**src/rtl/multi_channel_pit.sv**
```systemverilog
// N-channel programmable interval timer: per-channel prescaled down-counters with
// one-shot/periodic modes, sticky pending/overrun flags and a masked, OR'd interrupt line.
module multi_channel_pit #(
  parameter int unsigned NUM_CH = 4,
  parameter int unsigned CNT_W  = 16,
  parameter int unsigned PRE_W  = 8,
  localparam int unsigned CH_W  = (NUM_CH > 1) ? $clog2(NUM_CH) : 1
) (
  input  logic              clk,
  input  logic              reset,
  input  logic              wr_en,
  input  logic [CH_W-1:0]   wr_ch,
  input  logic [1:0]        wr_addr,
  input  logic [CNT_W-1:0]  wr_data,
  input  logic [CH_W-1:0]   rd_ch,
  output logic [CNT_W-1:0]  rd_count,
  output logic [NUM_CH-1:0] running,
  output logic [NUM_CH-1:0] pending,
  output logic [NUM_CH-1:0] overrun,
  output logic              irq
);

  typedef enum logic [0:0] {StIdle, StRun} state_e;

  localparam logic [CH_W:0] NumChW = (CH_W + 1)'(NUM_CH);

  logic [CNT_W-1:0]  counts [NUM_CH];
  logic [NUM_CH-1:0] mask;

  for (genvar c = 0; c < NUM_CH; c++) begin : g_ch
    state_e           state_q;
    logic [CNT_W-1:0] count_q;
    logic [CNT_W-1:0] reload_q;
    logic [PRE_W-1:0] presc_q;
    logic [PRE_W-1:0] pcnt_q;
    logic [3:0]       ctrl_q;  // {mask, presc_en, periodic, enable}
    logic             pending_q;
    logic             overrun_q;
    logic             sel;
    logic             wr_ctrl;
    logic             wr_reload;
    logic             wr_presc;
    logic             wr_ack;
    logic             tick;
    logic             expire;

    assign sel       = wr_en && (wr_ch == CH_W'(c));
    assign wr_ctrl   = sel && (wr_addr == 2'd0);
    assign wr_reload = sel && (wr_addr == 2'd1);
    assign wr_presc  = sel && (wr_addr == 2'd2);
    assign wr_ack    = sel && (wr_addr == 2'd3);

    assign tick   = (state_q == StRun) && (!ctrl_q[2] || (pcnt_q == presc_q));
    // A CTRL write in the expiry cycle takes priority and suppresses the expiry.
    assign expire = tick && (count_q == '0) && !wr_ctrl;

    always_ff @(posedge clk) begin
      if (reset) begin
        state_q   <= StIdle;
        count_q   <= '0;
        reload_q  <= '0;
        presc_q   <= '0;
        pcnt_q    <= '0;
        ctrl_q    <= '0;
        pending_q <= 1'b0;
        overrun_q <= 1'b0;
      end else begin
        if (wr_reload) reload_q <= wr_data;
        if (wr_presc)  presc_q  <= wr_data[PRE_W-1:0];

        if (wr_ctrl) begin
          ctrl_q <= wr_data[3:0];
          if (wr_data[0]) begin
            state_q <= StRun;
            count_q <= reload_q;
            pcnt_q  <= '0;
          end else begin
            state_q <= StIdle;
          end
        end else if (state_q == StRun) begin
          if (ctrl_q[2]) pcnt_q <= (pcnt_q == presc_q) ? '0 : pcnt_q + 1'b1;
          if (tick) begin
            if (count_q != '0) begin
              count_q <= count_q - 1'b1;
            end else if (ctrl_q[1]) begin
              count_q <= reload_q;
            end else begin
              state_q   <= StIdle;
              ctrl_q[0] <= 1'b0;
            end
          end
        end

        pending_q <= (pending_q & ~(wr_ack & wr_data[0])) | expire;
        overrun_q <= (overrun_q & ~(wr_ack & wr_data[1])) | (expire & pending_q);
      end
    end

    assign counts[c]  = count_q;
    assign running[c] = (state_q == StRun);
    assign pending[c] = pending_q;
    assign overrun[c] = overrun_q;
    assign mask[c]    = ctrl_q[3];
  end

  always_ff @(posedge clk) begin
    if (reset) begin
      rd_count <= '0;
      irq      <= 1'b0;
    end else begin
      rd_count <= ({1'b0, rd_ch} < NumChW) ? counts[rd_ch] : '0;
      irq      <= |(pending & mask);
    end
  end

endmodule
```
**config.mk**
```make
export PLATFORM = sky130hd
export DESIGN_NAME = multi_channel_pit
export DESIGN_NICKNAME = d
export VERILOG_FILES = /design/src/rtl/multi_channel_pit.sv
export SDC_FILE = /design/constraint.sdc
export NUM_CORES = 1
export LEC_CHECK = 0
export ABC_CLOCK_PERIOD_IN_PS = 2500
export CORE_MARGIN = 4
export CORE_UTILIZATION = 60
export CTS_CLUSTER_DIAMETER = 80
export DETAILED_ROUTE_END_ITERATION = 16
export DONT_BUFFER_PORTS = 1
export PLACE_DENSITY = 0.76
export RECOVER_POWER = 25
export SLEW_MARGIN = 5
export SYNTH_ARGS = -nofsm -noshare
export SYNTH_HDL_FRONTEND = slang
export SYNTH_SLANG_ARGS = --single-unit
```
**constraint.sdc**
```tcl
create_clock -name clk -period 2.5 [get_ports clk]
set_clock_uncertainty 0.05 [all_clocks]
set_input_delay 0.25 -clock clk [delete_from_list [all_inputs] [get_ports clk]]
set_output_delay 0.25 -clock clk [all_outputs]
set_load 0.05 [all_outputs]
```
# Word level (Yosys, flattened, before mapping)
# Cells that the tools add are included.
# word_totals
register_bits,233
inputBits,25
output_inout_bits,29
# classes
add_sub_neg,8
n_lt_le_gt_ge,1
n_eq_ne,14
n_mux,65
n_bitwise,38
reduce_logical,79
# ops
operator,count
2-to-1 mux 16 bit,26
2-to-1 mux 8 bit,17
zero test 16 bit,4
nonzero test 16 bit,4
subtractor 16 x 1 -> 16 bit (second input constant),4
adder 8 x 1 -> 8 bit (second input constant),4
binary-select mux 16 bit (select 2 bit),1
== test 8 bit,4
logical AND 1 bit,32
nonzero test 2 bit,12
2-to-1 mux 1 bit,21
AND 1 bit,20
AND reduction 4 bit,4
AND reduction 3 bit,4
nonzero test 3 bit,4
== test 2 bit (second input constant),4
zero test 1 bit,8
inequality test 2 bit (second input constant),4
NOT 1 bit,8
bitwise OR 1 bit,8
AND 4 bit,1
== test 2 x 1 -> 1 bit (second input constant),2
zero test 2 bit,2
logical OR 1 bit,4
3 further kinds,3

# Longest topological paths before layout
# Gate-level depths: netlist (run 1).
# logic_depth
word_depth,7
depth_mapped,10

# Worst setup path before layout (run 1)
# No wires, ideal clock.
# synth_timing
path_kind,register to register
from,register g_ch[3].count_q[7]
to,register g_ch[3].count_q[15]
setup_time_ps,132
t_arrival_ps,2088
t_required_ps,2318
setup_slack_ps,230
stages_incl_launch_ff,8
n_path_buf,1
cell_sequence,dfxtp_1 -> or4_4 -> or2_1 -> buf_6 -> or4_4 -> and2_4 -> o21ai_2 -> a21oi_1
# synth_via
elab_chain_len,5
# synth_lines
element,line_no,text
start: declaration,32,logic [CNT_W-1:0] count_q;
start signal: assignment,75,count_q <= reload_q;
start signal: assignment,84,count_q <= count_q - 1'b1;
start signal: assignment,86,count_q <= reload_q;
subtractor 16 x 1 -> 16 bit or nonzero test 16 bit (tied branches),"84, 83",
2-to-1 mux 16 bit,83,if (count_q != '0) begin
2-to-1 mux 16 bit,82,if (tick) begin
2-to-1 mux 16 bit,80,end else if (state_q == StRun) begin
2-to-1 mux 16 bit,71,if (wr_ctrl) begin
# Several ways; a longest one is shown, not always the timed one. The select of a mux whose other input is x is not followed.
# A chain may end at the register's enable or synchronous reset.

# Worst setup path after layout (run 1)
# layout_timing
from,register g_ch[0].count_q[0]
to,register g_ch[0].count_q[15]
# layout_via
elab_chain_len,5
# layout_lines
element,line_no
start: declaration,32
start signal: assignment,75
start signal: assignment,84
start signal: assignment,86
subtractor 16 x 1 -> 16 bit or nonzero test 16 bit (tied branches),"84, 83"
2-to-1 mux 16 bit,83
2-to-1 mux 16 bit,82
2-to-1 mux 16 bit,80
2-to-1 mux 16 bit,71
# Several ways; a longest one is shown, not always the timed one. The select of a mux whose other input is x is not followed.

==> impl_metrics.env, run 1 <==
export IMPL_status="finished with violations"
export IMPL_violations="negative setup slack"
export IMPL_swShare_pct=21.7
export IMPL_cp_required_ns=2.87
export IMPL_clock_sinks=233
export IMPL_initial_core_util_pct=60.9
export IMPL_p_leak_nw=5.57
export IMPL_tns_ns=-0.0454
export IMPL_grt_usage_pct=33.2
export IMPL_drt_iter0_drc=1410
export IMPL_dieWidth_um=146
export IMPL_top_layer_used="met5"
export IMPL_final_antenna_net_count=0
export IMPL_critPathCaptureType="flop"
export IMPL_worst_pin_slew_ns=0.901
export IMPL_grt_max_degree=129
export IMPL_synth_nets=1434
export IMPL_ys_warn_count=0
export IMPL_fin_crit_ns=2.53
export IMPL_fin_nets=1554
export IMPL_gp_congestion=0.923
export IMPL_fmax_ghz=0.396
export IMPL_setup_slack_ns=-0.0262
export IMPL_drv_cap=0
export IMPL_hold_viol=0
export IMPL_hp_class="in -> reg"
export IMPL_drc=0
export IMPL_ys_flop_type="dfxtp_1"
export IMPL_path_clk_slew_ns=0.06
export IMPL_p_seq_share_pct=47.2
export IMPL_synth_edf_count=0
export IMPL_critPathMaxStageDelay_ns=0.47
export IMPL_core_area_um2=18700
export IMPL_die_area_um2=21300
export IMPL_switchingPower_mw=1.73
export IMPL_crit_path_top_delay_cell="or4b_4"
export IMPL_maxSlewHeadroom_pct=40.0
export IMPL_cp_num_buf_inv=3
export IMPL_grt_pass1_vias=10700
export IMPL_syn_area_um2=11400
export IMPL_grt_first_pass_wirelength_mm=57.7
export IMPL_wl_per_cell_um=20.8
export IMPL_post_synth_cell_area_avg_um2=8.16
export IMPL_layout_drive_gt1_share_pct=11.5
export IMPL_fp_dieH_um=146
export IMPL_placed_area_um2=11900
export IMPL_crit_chain="inv_2 > ha_1 > or4b_4 > or3_4 > nor3_4 > o31a_1 > buf_6 > clkbuf_16 > a21oi_1 > o32ai_1"
export IMPL_irDropWorstVdd_mv=0.540
export IMPL_vias_per_cell=6.35
export IMPL_worstPathMaxFanout=15
export IMPL_reg2reg_setup_slack_ns=-0.03
export IMPL_synth_distinct_cells=73
export IMPL_min_to="g_ch[0].ctrl_q[2]"
export IMPL_drt_first_pass_iters=5
export IMPL_htreeDepth=1
export IMPL_ys_ff_latch=233
export IMPL_maxSlewViolCount=0
export IMPL_antenna_found_initial=1
export IMPL_rr_startpoint="g_ch[0].count_q[0]"
export IMPL_cts_tree="built"
export IMPL_async_reset_ff_share_pct=0
export IMPL_reg2regPathDepth=10
export IMPL_route_vias_total=11200
export IMPL_io_buffers=0
export IMPL_final_core_util_pct=74.6
export IMPL_cts_buffer_depth=3
export IMPL_rows=50
export IMPL_timing_hold_ws_ns=0.0468
export IMPL_insertion_delay_ns=0.53
export IMPL_fin_area_um2=14000
export IMPL_intPower_mw=6.23
export IMPL_ys_seq_area_share_pct=40.9
export IMPL_p_total_mw=7.96
export IMPL_syn2layout_area_growth_pct=22.5
export IMPL_hold_path_startpoint="wr_ch[1]"
export IMPL_place_hpwl_mm=22.2
export IMPL_hold_path_depth=4
export IMPL_numCtsBuffers=25
export IMPL_synthCells=1397
export IMPL_met2_length_mm=16.3
export IMPL_clock_root_buffer="clkbuf_16"
export IMPL_finalSetupViolations=3
export IMPL_p_per_area_nw_per_um2=570
export IMPL_critPathTopFamily="simple AND/OR/NAND/NOR gates"
export IMPL_met3_length_mm=3.99
export IMPL_grt_ovfl_total=0
export IMPL_rsz0062_at_grt="true"
export IMPL_worst_setup_path_type="reg -> reg"
export IMPL_worst_ep_arrival_time_ns=2.89
export IMPL_startpoint_type="flop"
export IMPL_combPwrFrac_pct=3.7
export IMPL_wl_met1_mm=13.9
export IMPL_reg2reg_to="g_ch[0].count_q[15]"
export IMPL_p_clk_share_pct=49.1
export IMPL_wirelength_mm=36.8
export IMPL_io_pins=54
export IMPL_period_share_pct=101
==> what timing repair did <==
| item | CTS | global route |
|---|---|---|
| hold endpoints to repair | 201 | 0 |
| hold buffers | 101 | 0 |
| pin swaps | 1 | 12 |
| setup buffers | 0 | 9 |
| resized for setup | 2 | 22 |
| setup endpoints to repair | 2 | 51 |
| cloned | 0 | 2 |
==> Yosys cell counts, types with 4 or more instances <==
library cell  instances  area [µm²]
nor2_1              133         499
nor3_1               30         150
and3_1               15        93.8
buf_6                 5        56.3
mux2_2                5        56.3
xor2_1               56         490
clkbuf_1             53         199
nor2b_1              18         113
o31ai_1               4        30.0
nand3_1              25         125
o21ai_0              72         360
nand3b_1              4        30.0
ha_1                 12         150
or2_2                 5        31.3
nor4_1               22         138
buf_4                15         113
o31a_1                6        52.6
o211ai_1              5        37.5
nand2_1             233         875
o32ai_1              11        96.3
nand4_1              24         150
buf_2                14        70.1
or3_1                 5        31.3
a21oi_1             178         891
and2_1               19         119
mux4_2               15         338
inv_1                19        71.3
a31oi_1               4        25.0
dfxtp_1             233        4660
o21ai_1               5        25.0
or4_1                 5        37.5
a22o_1                4        35.0
a21o_1               25         188
xnor2_1               4        35.0
buf_1                 4        15.0
nand2b_1             15        93.8
mux2i_1              37         370
==> worst max-delay path by stage <==
| stage | startpoint | end | slack, ns | cells past startpoint |
|---|---|---|---|---|
| floorplan | g_ch[3].count_q[7] | g_ch[3].count_q[15] | 0.23 | 7 |
| global placement | g_ch[3].count_q[7] | g_ch[3].count_q[9] | 0.12 | 9 |
| detailed placement | g_ch[3].count_q[7] | g_ch[3].count_q[9] | 0.005 | 9 |
| CTS | g_ch[3].count_q[7] | g_ch[3].count_q[9] | 0.02 | 9 |
| global route | g_ch[0].count_q[0] | g_ch[0].count_q[15] | -0.11 | 10 |
| finish | g_ch[0].count_q[0] | g_ch[0].count_q[15] | -0.03 | 10 |
==> area by class of cell <==
cell class | count | area [µm²]
multi-input cells | 1054 | 6310
clock inverters | 8 | 119
diodes | 1 | 2.50
flip-flops and latches | 233 | 4670
clock buffers | 36 | 747
inverters | 19 | 71.3
fillers | 1339 | 4740
repair buffers | 184 | 1750
well taps | 234 | 293
==> cells by family after synthesis <==
logic type	after synthesis	share of synthesized area [%]
xor+xnor	60	4.61
simple gates	576	23.7
fa+ha+maj	12	1.32
buf+inv	110	4.60
flops	233	40.9
mux	58	6.94
compound gates	348	17.9
==> metal layers <==
layer / vias to the layer above / GRT usage, %
met5: - / 0
met1: 5225 / 42.7
met2: 689 / 51.2
li1: 5144 / -
met3: 177 / 7.88
met4: 2 / 19.1
==> worst min-delay path, cell delays in order <==
cell     delay [ns]
nor3b_1        0.03
buf_4          0.15
nand3_1        0.08
a21oi_1        0.06
==> cell usage in the layout (no fill, tap or decap), drive strengths merged, types with 5 or more instances in the layout <==
master       instances
or2                  6
a21o                25
dlygate4sd3        100
or4                  8
nand3               25
nand4               24
and2                20
o211ai               5
xor2                56
nand2b              15
mux2                 5
nor4                23
or3                  6
and3                15
buf                 75
nor3                31
ha                  12
o32ai               11
nor2b               18
clkbuf              45
nor2               133
o31a                 9
mux2i               37
a21oi              179
dfxtp              233
o21ai               78
inv                 20
nand2              233
o31ai                5
mux4                16
==> power by group through the flow <==
stage / Sequential (mW) / Combinational, mW / Clock [mW]
after floorplan: 3.83 / 0.212 / 0
after global placement: 3.84 / 0.181 / 0
after detailed placement: 3.84 / 0.185 / 0
after CTS: 3.76 / 0.277 / 3.95
after global routing: 3.76 / 0.313 / 4.08
final: 3.76 / 0.293 / 3.91
==> per-stage QoR <==
stage                     worst slack [ns]  instances
after CTS                           0.0177       1757
after global placement               0.117       1612
final                              -0.0262       1769
after detailed placement           0.00495       1612
after floorplan                      0.230       1397
after global routing                -0.110       1768
==> flip-flops by register name (all words and copies together), names as in the netlist, 12 cells and up <==
name           cells
g_ch.reload_q     64
rd_count          16
g_ch.count_q      64
g_ch.ctrl_q       12
g_ch.presc_q      32
g_ch.pcnt_q       32
Power figures use the tool's default switching activity.
==> run 2: changes to the inputs <==
--- a/config.mk
+++ b/config.mk
@@ -6,12 +6,16 @@
 export NUM_CORES = 1
 export LEC_CHECK = 0
 export ABC_CLOCK_PERIOD_IN_PS = 2500
+export CELL_PAD_IN_SITES_DETAIL_PLACEMENT = 1
+export CELL_PAD_IN_SITES_GLOBAL_PLACEMENT = 2
 export CORE_MARGIN = 4
-export CORE_UTILIZATION = 60
+export CORE_UTILIZATION = 39
 export CTS_CLUSTER_DIAMETER = 80
+export CTS_CLUSTER_SIZE = 12
 export DETAILED_ROUTE_END_ITERATION = 16
 export DONT_BUFFER_PORTS = 1
-export PLACE_DENSITY = 0.76
+export MAX_ROUTING_LAYER = met4
+export PLACE_DENSITY_LB_ADDON = 0.1
 export RECOVER_POWER = 25
 export SLEW_MARGIN = 5
 export SYNTH_ARGS = -nofsm -noshare
==> run 2 against run 1 <==
  * Highest routed layer is now met4
  * Utilization fell by 26 points
  * The run now ends clean
  * Fmax up 4.0%
  * Hold slack gained 0.015 ns
  * Setup slack improved by 0.098 ns
  * Via count is 5.3% lower
  * Critical endpoint is now g_ch[3].overrun_q
  * Global-route usage shrank 6.6 points
  * Sequential share of layout area about the same
  * First-iteration DRC count decreased by 42%
  * Non-clock buffer count up 17
==> impl_metrics.env, run 2 (same netlist as run 1, synthesis figures left out) <==
export IMPL_final_core_util_pct=48.5
export IMPL_reg2reg_setup_slack_ns=0.07
export IMPL_antenna_found_initial=0
export IMPL_maxSlewHeadroom_pct=49.0
export IMPL_core_area_um2=28800
export IMPL_grt_first_pass_wirelength_mm=64.2
export IMPL_grt_max_degree=130
export IMPL_grt_pass1_vias=10700
export IMPL_worst_setup_path_type="reg -> reg"
export IMPL_status="complete, no violations"
export IMPL_fin_crit_ns=2.43
export IMPL_clock_sinks=233
export IMPL_worst_ep_arrival_time_ns=2.85
export IMPL_reg2reg_to="g_ch[3].overrun_q"
export IMPL_fmax_ghz=0.412
export IMPL_final_antenna_net_count=0
export IMPL_place_hpwl_mm=27.4
export IMPL_insertion_delay_ns=0.53
export IMPL_gp_congestion=0.868
export IMPL_rows=62
export IMPL_hp_class="in -> reg"
export IMPL_rr_startpoint="g_ch[3].count_q[7]"
export IMPL_drc=0
export IMPL_post_place_cells=1789
export IMPL_finalSetupViolations=0
export IMPL_wl_per_cell_um=21.7
export IMPL_syn2layout_area_growth_pct=22.4
export IMPL_vias_per_cell=5.55
export IMPL_drt_iter0_drc=819
export IMPL_initial_core_util_pct=39.6
export IMPL_layout_drive_gt1_share_pct=11.4
export IMPL_die_area_um2=32000
export IMPL_startpoint_type="flop"
export IMPL_fp_dieH_um=179
export IMPL_cts_buffer_depth=3
export IMPL_hold_path_depth=3
export IMPL_numCtsBuffers=23
export IMPL_route_vias_total=10600
export IMPL_dieWidth_um=179
export IMPL_worst_pin_slew_ns=0.765
export IMPL_p_leak_nw=5.49
export IMPL_critPathCaptureType="flop"
export IMPL_maxSlewViolCount=0
export IMPL_fin_nets=1569
export IMPL_n_antenna_cell=0
export IMPL_most_common_layout_cells="dfxtp_1, nand2_1, a21oi_1, nor2_1, dlygate4sd3_1"
export IMPL_wirelength_mm=41.5
export IMPL_period_share_pct=97.1
export IMPL_path_clk_slew_ns=0.07
export IMPL_drv_cap=0
export IMPL_cp_required_ns=2.92
export IMPL_hold_viol=0
export IMPL_irDropWorstVdd_mv=0.456
export IMPL_grt_usage_pct=26.6
export IMPL_reg2regPathDepth=7
export IMPL_htreeDepth=1
export IMPL_final_cells=1917
export IMPL_hold_path_startpoint="wr_data[0]"
export IMPL_drt_first_pass_iters=5
export IMPL_p_per_area_nw_per_um2=516
export IMPL_cts_tree="built"
export IMPL_reg_top3="g_ch.count_q: 64 flops, g_ch.reload_q: 64 flops"
export IMPL_grt_ovfl_total=0
export IMPL_clock_root_buffer="clkbuf_16"
export IMPL_worstPathMaxFanout=7
export IMPL_io_buffers=0
export IMPL_io_pins=54
export IMPL_layout_commonest_cell="dfxtp_1"
export IMPL_min_to="g_ch[0].state_q"
-- run 2: cell types whose count changed in the layout (fill, tap and decap cells not counted), sizes merged --
cell         previous run  this run
diode                   1         0
dlygate4sd3           100        99
clkinv                  4         1
buf                    75        93
clkbuf                 45        33
bufinv                  3         0
-- run 2: worst max-delay path, stage by stage, from the launching register on --
cell,delay (ns)
dfxtp_1,0.32
or4_4,0.55
nor4bb_2,0.30
buf_4,0.16
buf_4,0.15
nand4_1,0.13
a21oi_1,0.17
dlygate4sd3_1,0.55
-- run 2: metrics by stage --
step | setup WS (ns) | area (µm²) | hold slack, ns | power (mW) | TNS, ns
after floorplan | 0.230 | 11400 | 0.336 | 4.04 | 0
after global placement | 0.116 | 12200 | 0.290 | 4.04 | 0
after detailed placement | 0.0307 | 12200 | 0.295 | 4.04 | 0
after CTS | 0.00310 | 13900 | 0.0272 | 7.28 | 0
after global routing | -0.0102 | 14000 | 0.0554 | 7.44 | -0.0250
final | 0.0717 | 14000 | 0.0623 | 7.19 | 0
-- run 2: worst max-delay path by stage --
| stage | startpoint | endpoint | slack [ns] | cells after the start |
|---|---|---|---|---|
| after floorplan | g_ch[3].count_q[7] | g_ch[3].count_q[15] | 0.23 | 7 |
| after global placement | g_ch[0].count_q[0] | g_ch[0].count_q[0] | 0.12 | 8 |
| after detailed placement | g_ch[0].count_q[0] | g_ch[0].count_q[8] | 0.03 | 9 |
| after CTS | g_ch[0].count_q[0] | g_ch[0].count_q[6] | 0.003 | 9 |
| after global routing | g_ch[1].count_q[1] | g_ch[1].count_q[10] | -0.01 | 10 |
| final | g_ch[3].count_q[7] | g_ch[3].overrun_q | 0.07 | 7 |
-- run 2: power by group --
group	internal, mW	switching, mW
sequential	3.74	0.0210
combinational	0.122	0.181
clock	1.64	1.50
-- run 2: area by class of cell --
| type | instances | area, µm² |
|---|---|---|
| clock buffers | 24 | 579 |
| inverters | 19 | 71.3 |
| repair buffers | 201 | 1850 |
| multi-input cells | 1054 | 6290 |
| fillers | 3446 | 14800 |
| well taps | 384 | 480 |
| flip-flops and latches | 233 | 4660 |
| clock inverters | 2 | 17.5 |
-- run 2: timing repair --
action,4_1_cts,5_1_grt
hold buffers,100,0
setup endpoints to repair,0,41
gates resized for setup,0,22
buffers inserted,0,1
endpoints found under the hold margin,201,0
-- run 2: per-layer routing --
metal | vias to the layer above | track usage [%] | part of all wire, %
met3 | 69 | 4.62 | 4.3
met5 | - | - | 0
met1 | 5231 | 35.5 | 47
met4 | 0 | 8.06 | 3.5
met2 | 198 | 41.2 | 45
li1 | 5147 | - | -
